==> config.mk <==
export PLATFORM = sky130hd
export DESIGN_NAME = retire_trace_packer
export DESIGN_NICKNAME = d
export VERILOG_FILES = /design/src/rtl/retire_trace_packer.sv
export SDC_FILE = /design/constraint.sdc
export NUM_CORES = 1
export LEC_CHECK = 0
export ABC_AREA = 1
export CAP_MARGIN = 0
export CORE_UTILIZATION = 51
export DETAILED_ROUTE_END_ITERATION = 12
export PLACE_DENSITY = 0.78
export SLEW_MARGIN = 30
export SYNTH_ARGS = -nofsm -noshare
export SYNTH_HDL_FRONTEND = slang
export SYNTH_SLANG_ARGS = --single-unit
==> constraint.sdc <==
create_clock -name clk -period 15.6 [get_ports clk]
set_clock_uncertainty 0.1 [all_clocks]
set_input_delay 3.12 -clock clk [delete_from_list [all_inputs] [get_ports clk]]
set_output_delay 3.12 -clock clk [all_outputs]
set_load 0.03 [all_outputs]
==> src/rtl/retire_trace_packer.sv <==
// Retirement trace capture: queues {cycle, pc, rd, data} records from WB and serializes each
// into a 14-byte little-endian packet on a byte-wide valid/ready stream. Drops on overflow.
module retire_trace_packer #(
  parameter int unsigned FIFO_DEPTH = 8
) (
  input  logic                          clk,
  input  logic                          rst,
  input  logic                          enable,
  input  logic [31:0]                   cycle_count,
  input  logic                          retire_valid,
  input  logic [31:0]                   retire_pc,
  input  logic [4:0]                    retire_rd,
  input  logic                          retire_reg_write,
  input  logic [31:0]                   retire_data,
  output logic                          out_valid,
  output logic [7:0]                    out_data,
  input  logic                          out_ready,
  output logic [$clog2(FIFO_DEPTH):0]   fifo_level,
  output logic                          busy,
  output logic                          overflow,
  output logic [15:0]                   drop_count
);

  localparam int unsigned PtrW = $clog2(FIFO_DEPTH);
  localparam int unsigned LvlW = PtrW + 1;
  localparam int unsigned RecW = 102;
  localparam int unsigned PktW = 112;

  localparam logic [0:0] StIdle = 1'b0;
  localparam logic [0:0] StSend = 1'b1;

  localparam logic [3:0]      LastIdx  = 4'd13;
  localparam logic [LvlW-1:0] DepthLvl = LvlW'(FIFO_DEPTH);

  // Record layout: {cycle[101:70], pc[69:38], data[37:6], rd[5:1], we[0]}
  logic [RecW-1:0] mem_q [FIFO_DEPTH];

  logic [PtrW-1:0] wr_ptr_q, wr_ptr_d, rd_ptr_q, rd_ptr_d;
  logic [LvlW-1:0] level_q, level_d;
  logic [0:0]      state_q, state_d;
  logic [3:0]      idx_q, idx_d;
  logic [PktW-1:0] pkt_q, pkt_d;
  logic            overflow_q, overflow_d;
  logic [15:0]     drop_cnt_q, drop_cnt_d;

  logic            cap_we;
  logic [RecW-1:0] cap_rec;
  logic            capture, full, push, drop, hs, last_hs, pop;

  function automatic logic [PktW-1:0] build_pkt(input logic [RecW-1:0] r);
    logic [7:0] hdr;
    hdr = {r[0], 2'b00, r[5:1]};
    return {r[37:6], r[69:38], r[101:70], hdr, 8'hA5};
  endfunction

  always_comb begin
    cap_we  = retire_reg_write && (retire_rd != 5'd0);
    cap_rec = {cycle_count, retire_pc, (cap_we ? retire_data : 32'd0), retire_rd, cap_we};
    capture = enable && retire_valid;
    // Space is judged on the pre-edge level; a same-cycle pop does not make room.
    full    = (level_q == DepthLvl);
    push    = capture && !full;
    drop    = capture && full;
    hs      = (state_q == StSend) && out_ready;
    last_hs = hs && (idx_q == LastIdx);
    pop     = (level_q != '0) && ((state_q == StIdle) || last_hs);
  end

  always_comb begin
    state_d = state_q;
    idx_d   = idx_q;
    pkt_d   = pkt_q;
    if (hs) begin
      pkt_d = {8'h00, pkt_q[PktW-1:8]};
      idx_d = idx_q + 4'd1;
      if (idx_q == LastIdx) begin
        state_d = StIdle;
        idx_d   = 4'd0;
      end
    end
    // Loading the next record on the last handshake keeps packets back-to-back.
    if (pop) begin
      state_d = StSend;
      idx_d   = 4'd0;
      pkt_d   = build_pkt(mem_q[rd_ptr_q]);
    end
  end

  always_comb begin
    wr_ptr_d   = push ? wr_ptr_q + PtrW'(1) : wr_ptr_q;
    rd_ptr_d   = pop ? rd_ptr_q + PtrW'(1) : rd_ptr_q;
    level_d    = level_q;
    unique case ({push, pop})
      2'b10:   level_d = level_q + LvlW'(1);
      2'b01:   level_d = level_q - LvlW'(1);
      default: level_d = level_q;
    endcase
    overflow_d = overflow_q | drop;
    drop_cnt_d = (drop && (drop_cnt_q != 16'hFFFF)) ? drop_cnt_q + 16'd1 : drop_cnt_q;
  end

  always_ff @(posedge clk or posedge rst) begin
    if (rst) begin
      wr_ptr_q   <= '0;
      rd_ptr_q   <= '0;
      level_q    <= '0;
      state_q    <= StIdle;
      idx_q      <= 4'd0;
      pkt_q      <= '0;
      overflow_q <= 1'b0;
      drop_cnt_q <= 16'd0;
    end else begin
      wr_ptr_q   <= wr_ptr_d;
      rd_ptr_q   <= rd_ptr_d;
      level_q    <= level_d;
      state_q    <= state_d;
      idx_q      <= idx_d;
      pkt_q      <= pkt_d;
      overflow_q <= overflow_d;
      drop_cnt_q <= drop_cnt_d;
    end
  end

  // Storage needs no reset: the level counter gates every read.
  always_ff @(posedge clk) begin
    if (push) begin
      mem_q[wr_ptr_q] <= cap_rec;
    end
  end

  assign out_valid  = (state_q == StSend);
  assign out_data   = pkt_q[7:0];
  assign fifo_level = level_q;
  assign busy       = (state_q == StSend) || (level_q != '0);
  assign overflow   = overflow_q;
  assign drop_count = drop_cnt_q;

endmodule

**Yosys cells after proc, flatten, opt, wreduce, memory -nomap -nowiden**

Memories as Yosys holds them, arrays and structs flattened.
Cells that the tools add are included.

- Bits in registers: 144
- Bits in latches: 0
- Memory bits (writable): 816
- Memory bits (read-only): 0
- Output and inout port bits: 31
- Memories kept: 1

- $add $sub $neg: 6
- Multiply operators: 0
- Div/mod/pow operators: 0
- $lt $le $gt $ge: 0
- Equal/unequal tests: 5
- Shifts and indexed selects: 0
- Muxes and demuxes: 12
- Bitwise gates (word level): 2
- Reductions and logical operators: 17

Memory list:

| name | depth | width | read ports | clocked after Yosys merged registers in | wr ports | line | source |
|---|---|---|---|---|---|---|---|
| mem_q | 8 | 102 | 1 | 0 | 1 | 36 | `logic [RecW-1:0] mem_q [FIFO_DEPTH];` |

Operators with widths:

| operator | count |
|---|---|
| 112-bit two-way mux | 2 |
| 32-bit two-way mux | 1 |
| 16-bit by 1-bit adder with 16-bit output, second input constant | 1 |
| 16-bit != test, second input constant | 1 |
| 4-bit two-way mux | 3 |
| 4-bit by 1-bit adder with 4-bit output, second input constant | 2 |
| 4-bit equality test, second input constant | 2 |
| 1-bit logical AND | 8 |
| 4-bit one-hot mux with 2 select lines | 1 |
| 3-bit by 1-bit adder with 3-bit output, second input constant | 2 |
| 2-bit nonzero test | 3 |
| 1-bit two-way mux | 5 |
| 5-bit nonzero test | 1 |
| 4-bit nonzero test | 1 |
| 4-bit by 1-bit subtractor with 4-bit output, second input constant | 1 |
| 2-bit by 1-bit equality test with 1-bit output, second input constant | 1 |
| 2-bit equality test, second input constant | 1 |
| 1-bit logical OR | 2 |
| 2-bit AND reduction | 1 |
| 1-bit zero test | 1 |
| 1-bit inverter | 1 |
| 1-bit bitwise OR | 1 |

**Logic depth before layout (Yosys ltp)**

- Depth after elaboration: 6
- Mapped depth: 14

**Worst setup path before layout**

No wires, ideal clock.

- Path kind: input to register
- Start point: input enable
- End point: memory mem_q[0][0] (enable)
- Data arrival time: 7.896 ns
- Required time: 14.936 ns
- Setup slack: 7.040 ns
- Stages on the path: 5
- Path buffers: 0
- Path through: nand2_1 > inv_1 > nand2_1 > or2_2 > nor2_1

- Cells in the longest elaborated chain, start to end: 4

RTL lines:

| item | line | source |
|---|---|---|
| start, declared | 8 | `input logic enable,` |
| 1-bit logical AND | 59 | `capture = enable && retire_valid;` |
| 1-bit logical AND | 62 | `push = capture && !full;` |
| 1-bit two-way mux | 126 | `if (push) begin` |
| 1-bit two-way mux (not written as such) | 127 | `mem_q[wr_ptr_q] <= cap_rec;` |
| end, declared | 36 |  |

No other way between the ends.

**Worst setup path after layout**

- Start point: input enable
- End point: memory mem_q[4][37] (enable)

The elaborated chain is that of the path after synthesis.

==> results by group <==
Logic synthesis
  – Async set or reset register ratio after synthesis: 15.00%
  – Synthesized Nets: 4188
  – Mapped cell area: 41440 um2
  – Sequential share of the synthesized area: 67.83%
  – Synthesized flop and latch total: 960
  – Ys Warns: 0
  – Synth top area share: between 50% and 60%
  – Post-synth EDFFs: 816
  – Yosys top cell by area: edfxtp_1
  – Ys flop type: edfxtp_1
  – Synth area leaders: edfxtp_1, dfrtp_1, nand2_1
  – Mapped Cells: around 4100
  – Netlist cell types: 30
  – Synth Area per Inst: 10.17 um2

Critical path
  – CP required: 15.79 ns
  – Crit Path Class: input port to flip-flop
  – Type of origin of the critical path: input port
  – CP Cell Sequence: clkdlybuf4s50_1 -> nand2_1 -> inv_1 -> nand2_1 -> or2_2 -> nor2_4 -> buf_4 -> buf_4
  – Reg2reg end: pkt_q[99]$_DFFE_PP0P_
  – CP Capture Type: flip-flop
  – Worst-path fanout max: 48
  – Slowest-stage cell, CP: buf_4
  – R2R Path Start: rd_ptr_q[0]$_DFFE_PP0N_
  – FF-to-FF path depth: 8
  – Crit path largest cell delay: 0.76 ns
  – Reg2reg setup slack: 11.94 ns
  – CP arrival: 6.19 ns

GRT
  – Pin count of the biggest net entering global routing: 233
  – Initial antenna violation count: 2
  – Grt total ovfl: 0
  – Vias in the first global route: ~28000
  – First-pass GRT wire length: 152600 um
  – Gr usage total: about a quarter

Min path
  – HP Class: flip-flop to flip-flop
  – Hold Crit Endpoint: overflow$_DFF_PP0_
  – Hold path depth: 1
  – Min-delay src: overflow$_DFF_PP0_

STA
  – Time the worst path needs with I/O delays and setup: ~6 ns
  – Slew Viols, Final: 0
  – Period utilization: 38.41%
  – Maximum clock frequency: around 170 MHz
  – Slew at the pin with the worst max-slew slack: 0.9663 ns
  – Final number of setup-violating endpoints: 0
  – Final hold vios: 0
  – WHS: 0.3736 ns
  – RSZ-0062 raised after global routing: no
  – Rel. slew slack: 35.58%
  – Fin Setup TNS: 0 ns

Floorplanning
  – Die extent in x: 287.0 um
  – Core area: roughly 80000 um2
  – I/O pin count: 138
  – Rows: 104
  – Die height: 287.0 um
  – Full die area: ~80000 um2
  – Initial core utilization: 51.53%

Clocking
  – Clk buf depth: 3
  – Clk pin slew, worst setup/hold paths: 0.06 ns
  – Cts bufs inserted: 96
  – Post-cts sizing count: 0
  – Depth of the CTS H-tree: 3
  – Postcts setup bufs: 0
  – Worst skew pair latency: 0.67 ns
  – # hold bufs at CTS: 0
  – CTS sink count: 960
  – CTS tree: built
  – Clk root buf: clkbuf_16

Route
  – Drt first pass iters: 6
  – Vias: 28320
  – Vias per cell: 5.370
  – Antenna viol nets, final: 0
  – # DRC: 0
  – Per-cell routed wire length: 18.35 um
  – Total wire length: 96760 um
  – DRT iter0 DRCs: 2719

Pwr
  – PnR Total Power: 0.007054 W
  – Peak VDD IR: between 0.09 and 0.1 mV
  – Static leakage: between 15 and 20 nW
  – Pwr per Cell Area: 151.1 nW/um2

Finish
  – Area occupied by multi-input gates: 9325 um2
  – Fill cells: 6206
  – Proportion of layout cells with a drive suffix above 1: 5.031%
  – Seq. cell area: 28120 um2
  – Area growth syn-to-layout: 12.67%
  – Commonest non-fill, non-tap cell in the layout: nand2_1
  – Nets@finish: 4245
  – Diode count: 0
  – Most frequent cells in the layout: nand2_1, edfxtp_1, inv_1, nand3_1, a21oi_1

Placement
  – PortBufs: 137
  – GP Congestion: 0.7997
  – Hpwl dp: a little over 50000 um

Flow run
  – Max-cap violations: 0

Outcome
  – Status: finished clean
==> kinds of logic after synthesis <==
logic type | Yosys count | share of synthesized area, %
AND/OR/NAND/NOR | 1831 | 18.83
adder cells (fa/ha/maj) | 8 | 0.2416
AO/OA/AOI/OAI | 224 | 2.805
XOR/XNOR | 20 | 0.4227
buffers and inverters | 1030 | 9.868
flip-flops | 960 | 67.83
==> cell usage after synthesis, drive strengths merged (2+ instances only) <==
cell type  number
a21oi         198
buf           130
clkbuf         86
dfrtp         144
edfxtp        816
ha              8
inv           813
nand2         954
nand3         711
nand4           5
nor2          155
nor3            3
o211ai          2
o21ai          23
or2             3
xnor2           6
xor2           14
==> stage by stage <==
step	instances	cell area, um2	util [%]	setup slack [ns]
after floorplan	4073	41440	-	7.040
after global placement	5089	43490	54.08	8.934
after detailed placement	5089	43510	54.11	8.881
after CTS	5271	46590	57.93	9.580
after global routing	5274	46690	58.06	9.483
final	5274	46690	58.06	9.608
==> power by group <==
group / switching, W / internal, W / total, W
clock: 0.000980 / 0.00126 / 0.00225
sequential: 0.000178 / 0.00304 / 0.00322
combinational: 0.00112 / 0.000473 / 0.00159
==> critical path, delay by kind of cell <==
kind / cells / cell delay (ns)
buffers and inverters: 4 / 1.92
AND/OR/NAND/NOR: 4 / 1.09
==> flip-flops by register name (all words and copies together) (netlist names) <==
| register | flops |
|---|---|
| mem_q | 816 |
| pkt_q | 112 |
| drop_count | 16 |
| fifo_level | 4 |
| idx_q | 4 |
| rd_ptr_q | 3 |
| wr_ptr_q | 3 |
| out_valid | 1 |
| overflow | 1 |
==> area by class of cell <==
class                      count  share of cell area, %
sequential                   960                  60.23
multi-input combinational   2083                  19.97
inverter                     814                  6.587
clock buffer                 126                  5.472
timing repair buffer         175                  3.792
tap                         1060                  2.841
clock inverter                56                  1.107
==> metal layers <==
metal	up-vias	part of all wire, %	track usage (%)
met2	1324	50	40.34
met1	13570	39	30.87
met5	-	0.013	0
li1	13220	-	-
met4	2	2.8	8.923
met3	209	8.2	3.468
==> worst max-delay path by stage <==
stage | from | to | slack, ns | cells after the start
floorplan | enable | mem_q[0][0]$_DFFE_PP_ | 7.04 | 5
global placement | enable | mem_q[5][3]$_DFFE_PP_ | 8.93 | 9
detailed placement | enable | mem_q[4][3]$_DFFE_PP_ | 8.88 | 8
CTS | enable | mem_q[4][37]$_DFFE_PP_ | 9.58 | 8
global route | enable | mem_q[4][37]$_DFFE_PP_ | 9.48 | 8
finish | enable | mem_q[4][37]$_DFFE_PP_ | 9.61 | 8
(Power assumes the default switching activity.)
